$ cat src/rtl/imm_enc.sv
// imm_enc: RV32I immediate encoder, the inverse of the immediate generator.
// Scatters a 32-bit immediate into the bit fields of the selected format and
// flags values that do not fit. The LI pseudo-format expands a constant load
// into ADDI, LUI, or LUI+ADDI.
//
// Handshake: a request transfers on a rising edge with in_valid_i && in_ready_o;
// an output word transfers on a rising edge with out_valid_o && out_ready_i.
// out_valid_o never drops without a transfer (except on reset), and the
// presented word holds stable while it waits.
module imm_enc (
  input  logic        clk,
  input  logic        rst,
  input  logic        in_valid_i,
  output logic        in_ready_o,
  input  logic [2:0]  sel_i,
  input  logic [31:0] inst_i,
  input  logic [31:0] imm_i,
  output logic        out_valid_o,
  input  logic        out_ready_i,
  output logic [31:0] inst_o,
  output logic        err_o,
  output logic        out_last_o
);

  localparam logic [2:0] SEL_I  = 3'b001;
  localparam logic [2:0] SEL_S  = 3'b010;
  localparam logic [2:0] SEL_B  = 3'b011;
  localparam logic [2:0] SEL_U  = 3'b100;
  localparam logic [2:0] SEL_J  = 3'b101;
  localparam logic [2:0] SEL_LI = 3'b110;

  // IDLE: nothing presented; HOLD: final word presented;
  // HOLD_LUI: LUI presented with the ADDI parked in pend_q.
  typedef enum logic [1:0] {
    IDLE     = 2'd0,
    HOLD     = 2'd1,
    HOLD_LUI = 2'd2
  } state_t;

  state_t      state_q, state_d;
  logic [31:0] inst_q, inst_d;
  logic        err_q, err_d;
  logic        last_q, last_d;
  logic [31:0] pend_q, pend_d;

  // Combinational encoder results for the current request.
  logic [31:0] enc_inst;
  logic        enc_err;
  logic        enc_two;
  logic [31:0] enc_pend;

  logic        fits12;
  logic        fits13;
  logic        fits21;
  logic [4:0]  rd;
  logic [19:0] li_hi;
  logic [11:0] li_lo;
  logic        accept;

  // Signed-range checks: the bits above the field's sign bit must all match it.
  assign fits12 = (&imm_i[31:11]) | ~(|imm_i[31:11]);
  assign fits13 = (&imm_i[31:12]) | ~(|imm_i[31:12]);
  assign fits21 = (&imm_i[31:20]) | ~(|imm_i[31:20]);

  // LUI upper part rounds up when the low 12 bits will be sign-extended
  // negative by ADDI; adding 0x800 and keeping [31:12] is the same as adding imm[11].
  assign rd    = inst_i[11:7];
  assign li_hi = imm_i[31:12] + {19'd0, imm_i[11]};
  assign li_lo = imm_i[11:0];

  assign out_valid_o = (state_q != IDLE);
  assign in_ready_o  = !out_valid_o || (out_ready_i && last_q);
  assign accept      = in_valid_i && in_ready_o;
  assign inst_o      = inst_q;
  assign err_o       = err_q;
  assign out_last_o  = last_q;

  // Field placement and representability check for the selected format.
  always_comb begin
    enc_inst = inst_i;
    enc_err  = 1'b0;
    enc_two  = 1'b0;
    enc_pend = {li_lo, rd, 3'b000, rd, 7'h13};
    case (sel_i)
      SEL_I: begin
        enc_inst = {imm_i[11:0], inst_i[19:0]};
        enc_err  = !fits12;
      end
      SEL_S: begin
        enc_inst = {imm_i[11:5], inst_i[24:12], imm_i[4:0], inst_i[6:0]};
        enc_err  = !fits12;
      end
      SEL_B: begin
        enc_inst = {imm_i[12], imm_i[10:5], inst_i[24:12], imm_i[4:1], imm_i[11], inst_i[6:0]};
        enc_err  = !fits13 || imm_i[0];
      end
      SEL_U: begin
        enc_inst = {imm_i[31:12], inst_i[11:0]};
        enc_err  = |imm_i[11:0];
      end
      SEL_J: begin
        enc_inst = {imm_i[20], imm_i[10:1], imm_i[11], imm_i[19:12], inst_i[11:0]};
        enc_err  = !fits21 || imm_i[0];
      end
      SEL_LI: begin
        if (fits12) begin
          enc_inst = {imm_i[11:0], 5'd0, 3'b000, rd, 7'h13};
        end else begin
          enc_inst = {li_hi, rd, 7'h37};
          enc_two  = (li_lo != 12'd0);
        end
      end
      default: begin
        enc_inst = inst_i;
        enc_err  = 1'b1;
      end
    endcase
  end

  // Next-state and output-register logic.
  always_comb begin
    state_d = state_q;
    inst_d  = inst_q;
    err_d   = err_q;
    last_d  = last_q;
    pend_d  = pend_q;
    if (accept) begin
      inst_d  = enc_inst;
      err_d   = enc_err;
      last_d  = !enc_two;
      pend_d  = enc_pend;
      state_d = enc_two ? HOLD_LUI : HOLD;
    end else begin
      case (state_q)
        HOLD: begin
          if (out_ready_i) state_d = IDLE;
        end
        HOLD_LUI: begin
          if (out_ready_i) begin
            inst_d  = pend_q;
            err_d   = 1'b0;
            last_d  = 1'b1;
            state_d = HOLD;
          end
        end
        default: state_d = state_q;
      endcase
    end
  end

  // State and output registers; reset discards any parked ADDI.
  always_ff @(posedge clk) begin
    if (rst) begin
      state_q <= IDLE;
      inst_q  <= 32'h0;
      err_q   <= 1'b0;
      last_q  <= 1'b0;
      pend_q  <= 32'h0;
    end else begin
      state_q <= state_d;
      inst_q  <= inst_d;
      err_q   <= err_d;
      last_q  <= last_d;
      pend_q  <= pend_d;
    end
  end

endmodule

$ cat config.mk
export PLATFORM = sky130hd
export DESIGN_NAME = imm_enc
export DESIGN_NICKNAME = d
export VERILOG_FILES = /design/src/rtl/imm_enc.sv
export SDC_FILE = /design/constraint.sdc
export NUM_CORES = 1
export LEC_CHECK = 0
export ABC_AREA = 0
export CAP_MARGIN = 20
export CORE_ASPECT_RATIO = 1.25
export CORE_MARGIN = 5
export CORE_UTILIZATION = 64
export CTS_CLUSTER_DIAMETER = 30
export DETAILED_ROUTE_END_ITERATION = 16
export DONT_BUFFER_PORTS = 1
export PLACE_DENSITY = 0.82
export SLEW_MARGIN = 10
export SYNTH_ARGS = -nofsm -noshare
export SYNTH_HDL_FRONTEND = slang
export SYNTH_SLANG_ARGS = --single-unit
$ cat constraint.sdc
create_clock -name clk -period 2.82 [get_ports clk]
set_clock_uncertainty 0.2 [all_clocks]
set_input_delay 0.564 -clock clk [delete_from_list [all_inputs] [get_ports clk]]
set_output_delay 0.564 -clock clk [all_outputs]
set_load 0.03 [all_outputs]
==> run metrics, run 1 <==
dpl cells=between 500 and 600; total wire length=11800 um; DRT Pass-1 Iters=5; count of cell types in the netlist=65; post-CTS resize count=0; utilization after layout=66.9%; GRT Total Usage=31.1%; worst path bufs/invs=1; Starting DRT DRC Count=368; yosys warns=0; CP Capture Type=register; Slew HR=between 50% and 60%; leakage=~1.3 nW; post-synth top area share=between 20% and 30%; sequential area share after synthesis=around 29%; Post-CTS Hold Buffers=0; vias in the first global route=between 3000 and 4000; worst slew pin tran=about 730 ps; nets=between 500 and 600; Post-synth EDFFs=0; Min-Delay Path Class=in2reg; vias post-DR=around 3800; clock tree from TritonCTS=yes; Critical Path Fanout Max=39; post-route setup TNS=0 ps; Vias/cell=roughly 7; layout cells sized above 1=approximately a tenth; grt met3 use=8.02%; Starting Density=64.7%; Layout area overhead=3.36%; fmax=between 400 and 500 MHz; Site Rows=31; Period minus WS final=2280 ps; Slew Viols, Final=0; met2 Resource Use GR=between 50 and 60%; critical path's top delay family=compound AO/OA/AOI/OAI gates; CTS clk-pin slew, worst paths=about 100 ps; clk_lat worst skew=310 ps; largest net degree at the start of global routing=47; setup violators final=0; I/O pin count=~110; RePlAce Congestion=0.978; Mapped Area=3690 um^2; Die Area=between 7000 and 8000 um^2; CTS Buffer Depth=2; CP peak stage delay=~410 ps; core area=roughly 5700 um^2; WP data arrival=roughly 2300 ps; DRC viols=0; Detailed Place HPWL=roughly 9000 um; Clock Sinks=54; Worst Path Required=around 2800 ps; WS Path Type=reg2reg; IO buf count=0; post-route ant nets=0; die width=~80 um; status=finished, final reports clean; Slowest-stage cell, CP=o2bb2ai_1; Final Hold Violating Endpoints=0; Setup crit start kind=register; Area contributors post-synth=dfxtp_1 (29%), a21oi_1 (6.8%), nand2_1 (5.9%); RSZ-0062 raised after global routing=no; htree depth=2; Main synth FF type=dfxtp_1; Yosys reg bits=between 50 and 60; Final period util=between 80 and 90%; CP cell instances=o2bb2ai_1, and2_1, buf_12, nand2_1, o221ai_1, o32ai_2; first-pass GRT wire length=18600 um; Finished Layout Cells=between 500 and 600; Cells after Synth=483; post-synth top area cell=dfxtp_1; Post-CTS Setup Repair Bufs=0; Max Cap Viol=0; Overall Power=around 0.0018 W; syn_nets=roughly 560; grt total ovfl=0; root buffer cell=clkbuf_8; die height=around 95 um; flop-to-flop setup slack=between 500 and 600 ps; Num CTS Buffers=5; GR peak layer=met2; initial antenna violation count=0; Syn Area/Cell=between 7 and 8 um^2; ys async rst share=0%; Ant. Diodes=0; power per cell area=484 nW/um^2; GRT met1 Usage=a little over a third; Max VDD drop=around 350 uV; Routed wire per std cell=approximately 22 um
[where the power goes]
group / total, W / switching [W] / internal, W
clock: 0.000442 / 0.000267 / 0.000176
combinational: 0.000422 / 0.000244 / 0.000178
sequential: 0.000983 / 0.000149 / 0.000834
total: 0.00185 / 0.000660 / 0.00119
[cell usage in the layout (no fill, tap or decap), drive strengths merged, types with 3 or more instances in the layout]
cell type	count
nand2b	5
a2111oi	3
a21oi	50
a22oi	12
xor2	8
o22ai	4
o221ai	10
and3	4
buf	16
nor4	11
o31a	3
a21o	3
a211oi	9
clkbuf	5
o211ai	5
a31oi	11
or3	5
nor2b	7
dfxtp	54
or2	3
nor3	9
inv	14
ha	3
a22o	4
o21a	7
xnor2	10
nand3	17
mux2i	6
nor2	35
a221oi	9
o21ai	19
a211o	5
nand2	58
nand4	10
o32ai	6
[Yosys cell counts (4+ instances only)]
cell and number:
a22oi_1 12, a22o_1 4, o21a_1 7, nor2b_1 7
a221oi_1 9, buf_2 4, nor2_1 35, clkbuf_1 28
a31oi_1 11, nor3_1 9, xnor2_1 10, o21ai_0 18
and3_1 4, nand2b_1 5, nor4_1 11, mux2i_1 6
o211ai_1 5, o22ai_1 4, dfxtp_1 54, a21oi_1 50
xor2_1 8, a211oi_1 7, inv_1 13, nand2_1 58
nand4_1 9, nand3_1 17, a211o_1 5, o221ai_1 10
[sequential cells by signal, indices dropped and copies added (netlist names)]
name        cells
inst_o         32
err_o           1
pend_q         18
out_last_o      1
state_q         2
[cell families (layout without fill, tap and decap cells)]
logic type | Yosys count | after routing | share of synthesized area, %
AO/OA/AOI/OAI | 179 | 179 | 35.1
XOR/XNOR | 18 | 18 | 4.27
adder cells (fa/ha/maj) | 3 | 3 | 1.02
buffers and inverters | 53 | 37 | 6.27
flip-flops | 54 | 54 | 29.3
multiplexers | 6 | 6 | 1.63
AND/OR/NAND/NOR | 170 | 170 | 22.4
[metrics by stage]
step                      hold slack, ps  setup WS [ps]  area [um^2]
after detailed placement             235            284         3730
after global placement               232            290         3730
final                                104            540         3810
after global routing                83.7            405         3810
after CTS                           97.6            583         3810
after floorplan                      231            328         3690
[metal layers]
layer	part of all wire (%)	routed length [um]
met1	37	4420
met5	0	0
met2	48	5690
met4	5.1	602
met3	9.2	1090
[final cells by class]
class                   instances  area, um^2
multi-input cells             376        2380
fillers                       504        1890
well taps                      66        82.6
flip-flops and latches         54        1080
clock buffers                   5        68.8
inverters                      13        48.8
clock inverters                 3        18.8
repair buffers                 16         133
[worst paths after layout]
| kind | start | to | depth (start not counted) |
|---|---|---|---|
| setup / recovery | state_q[1] | inst_o[22] | 6 |
| hold / removal | rst | inst_o[1] | 1 |
| setup reg to reg | state_q[1] | inst_o[22] | 6 |
| hold reg to reg | pend_q[20] | pend_q[20] | 2 |
Note: power is estimated with default switching activity, not from simulation.
==> inputs of run 2 (changes only) <==
CORE_UTILIZATION = 58   (was 64)
PLACE_DENSITY = 0.78   (was 0.82)
clock period = 1.95 ns   (was 2.82 ns; I/O delays follow)
==> run 2 against run 1 <==
  * Setup slack lost 480 ps
  * Non-clock buffer count is 46 higher
  * Via count up 5.2%
  * Critical endpoint is now inst_o[24]
==> run metrics, run 2 (same netlist as run 1, synthesis figures left out) <==
status=finished, final reports clean; layout cells sized above 1=about a fifth; post-route setup TNS=0 ps; Slowest-stage cell, CP=or4_4; worst path bufs/invs=1; Ant. Diodes=0; clock tree from TritonCTS=yes; post-route worst setup slack=roughly 65 ps; I/O pin count=between 100 and 150; clk_lat worst skew=between 300 and 400 ps; Routed wire per std cell=21.0 um; Setup WS pre-CTS=-261 ps; Worst Path Required=just under 2000 ps; CP endpoint=inst_o[24]; r2r worst-path depth=6; leakage=1.57 nW; Clock Sinks=54; worst setup path start=imm_i[11]; WS Path Type=in2reg; CTS Buffer Depth=2; IO buf count=0; worst slew pin tran=approximately 480 ps; die height=a little under 100 um; CP Capture Type=register; CP peak stage delay=approximately 460 ps; root buffer cell=clkbuf_8; Final period util=between 90 and 100%; initial antenna violation count=0; dpl cells=just under 600; Starting Density=59.9%; Finished Layout Cells=598; Die Area=between 8000 and 9000 um^2; Min-Delay Path Class=in2reg; htree depth=2; Detailed Place HPWL=approximately 9300 um; fmax=around 530 MHz; power per cell area=roughly 650 nW/um^2; vias in the first global route=3899; nets=between 500 and 600; Vias/cell=between 6 and 7; flop-to-flop setup slack=approximately 100 ps; Max VDD drop=536 uV; first-pass GRT wire length=roughly 20000 um; Site Rows=32; max reg flops=32; Slew HR=67.9%; commonest non-fill, non-tap cell in the layout=nand2_1; DRT Pass-1 Iters=5; Critical Path Fanout Max=9; Final Hold Violating Endpoints=0; RePlAce Congestion=roughly 0.94; RSZ-0062 raised after global routing=no; setup violators final=0; Starting DRT DRC Count=367; capturing point of the worst reg2reg path=err_o; DRC viols=0; Layout area overhead=18.7%; total wire length=12500 um; Max Cap Viol=0; grt total ovfl=0; Period minus WS final=about 1900 ps; Post-CTS Setup Repair Bufs=0; Num CTS Buffers=5; fill count=550; vias post-DR=4001; die width=~80 um; Worst R2R Start=state_q[1]; CP cell instances=ha_4, nand4_1, or4_4, o32ai_4, buf_12, nor2_1, o32ai_2; Setup crit start kind=primary input; critical path's top delay family=compound AO/OA/AOI/OAI gates; Slew Viols, Final=0; WP data arrival=~1900 ps; GRT Total Usage=between 30% and 40%; CTS clk-pin slew, worst paths=about 110 ps; core area=about 6200 um^2; largest net degree at the start of global routing=43; post-route ant nets=0; WP depth=7; most frequent cells in the layout=nand2_1 (55), dfxtp_1 (51), a21oi_1 (50), buf_4 (44), nor2_1 (33)
-- run 2: changes by cell type in the layout (fill, tap and decap cells not counted), sizes merged --
cell,previous run,this run
buf,16,50
dlygate4sd3,0,12
clkinv,2,1
inv,14,15
-- run 2: power by group --
group	internal, W	switching (W)
combinational	0.000339	0.000413
sequential	0.00121	0.000195
clock	0.000270	0.000436
-- run 2: layout make-up --
type                    count  area (um^2)  area share [%]
clock buffers               5         68.8            1.57
clock inverters             3         28.8           0.657
inverters                  13         48.8            1.11
multi-input cells         376         2480            56.7
flip-flops and latches     54         1080            24.8
well taps                  85          106            2.43
repair buffers             62          562            12.8
-- run 2: layer usage --
layer  wire [um]  global-route usage, %  share of wire, %  vias to the layer above
met5           0                      0                 0                        -
met4         496                   15.6               4.0                        0
met3        1090                   5.62               8.7                       38
met2        6360                   52.9                51                      227
met1        4600                   36.6                37                     1868
li1            -                      -                 -                     1868
-- run 2: worst reg2reg max path, cell delays in order, from the launching register on --
cell and delay [ps]:
dfxtp_2 360, mux2i_1 140, o21a_1 230, buf_4 190, a221o_1 360, a31oi_1 160, o211ai_1 90
-- run 2: repair_timing --
item,4_1_cts,5_1_grt
hold buffers,13,0
gates resized for setup,3,8
setup endpoints to repair,5,14
hold endpoints to repair,42,0
-- run 2: worst min path at each step --
stage                     cells past startpoint        from         end  slack [ps]
after floorplan                               2  pend_q[20]  pend_q[20]         230
after global placement                        2  pend_q[20]  pend_q[20]         230
after detailed placement                      2  pend_q[20]  pend_q[20]         240
after CTS                                     2    imm_i[5]  pend_q[25]           6
after global routing                          2    imm_i[5]  pend_q[25]           3
final                                         2    imm_i[5]  pend_q[25]           5
-- run 2: through the flow --
step                total power [W]  hold slack, ps  utilization, %  area, um^2
global placement            0.00210             232            66.9        4120
finish                      0.00286            5.00            71.1        4380
floorplan                   0.00194             231               -        3800
CTS                         0.00285            6.06            70.8        4370
global route                0.00299            2.86            71.1        4380
detailed placement          0.00212             238            66.9        4120
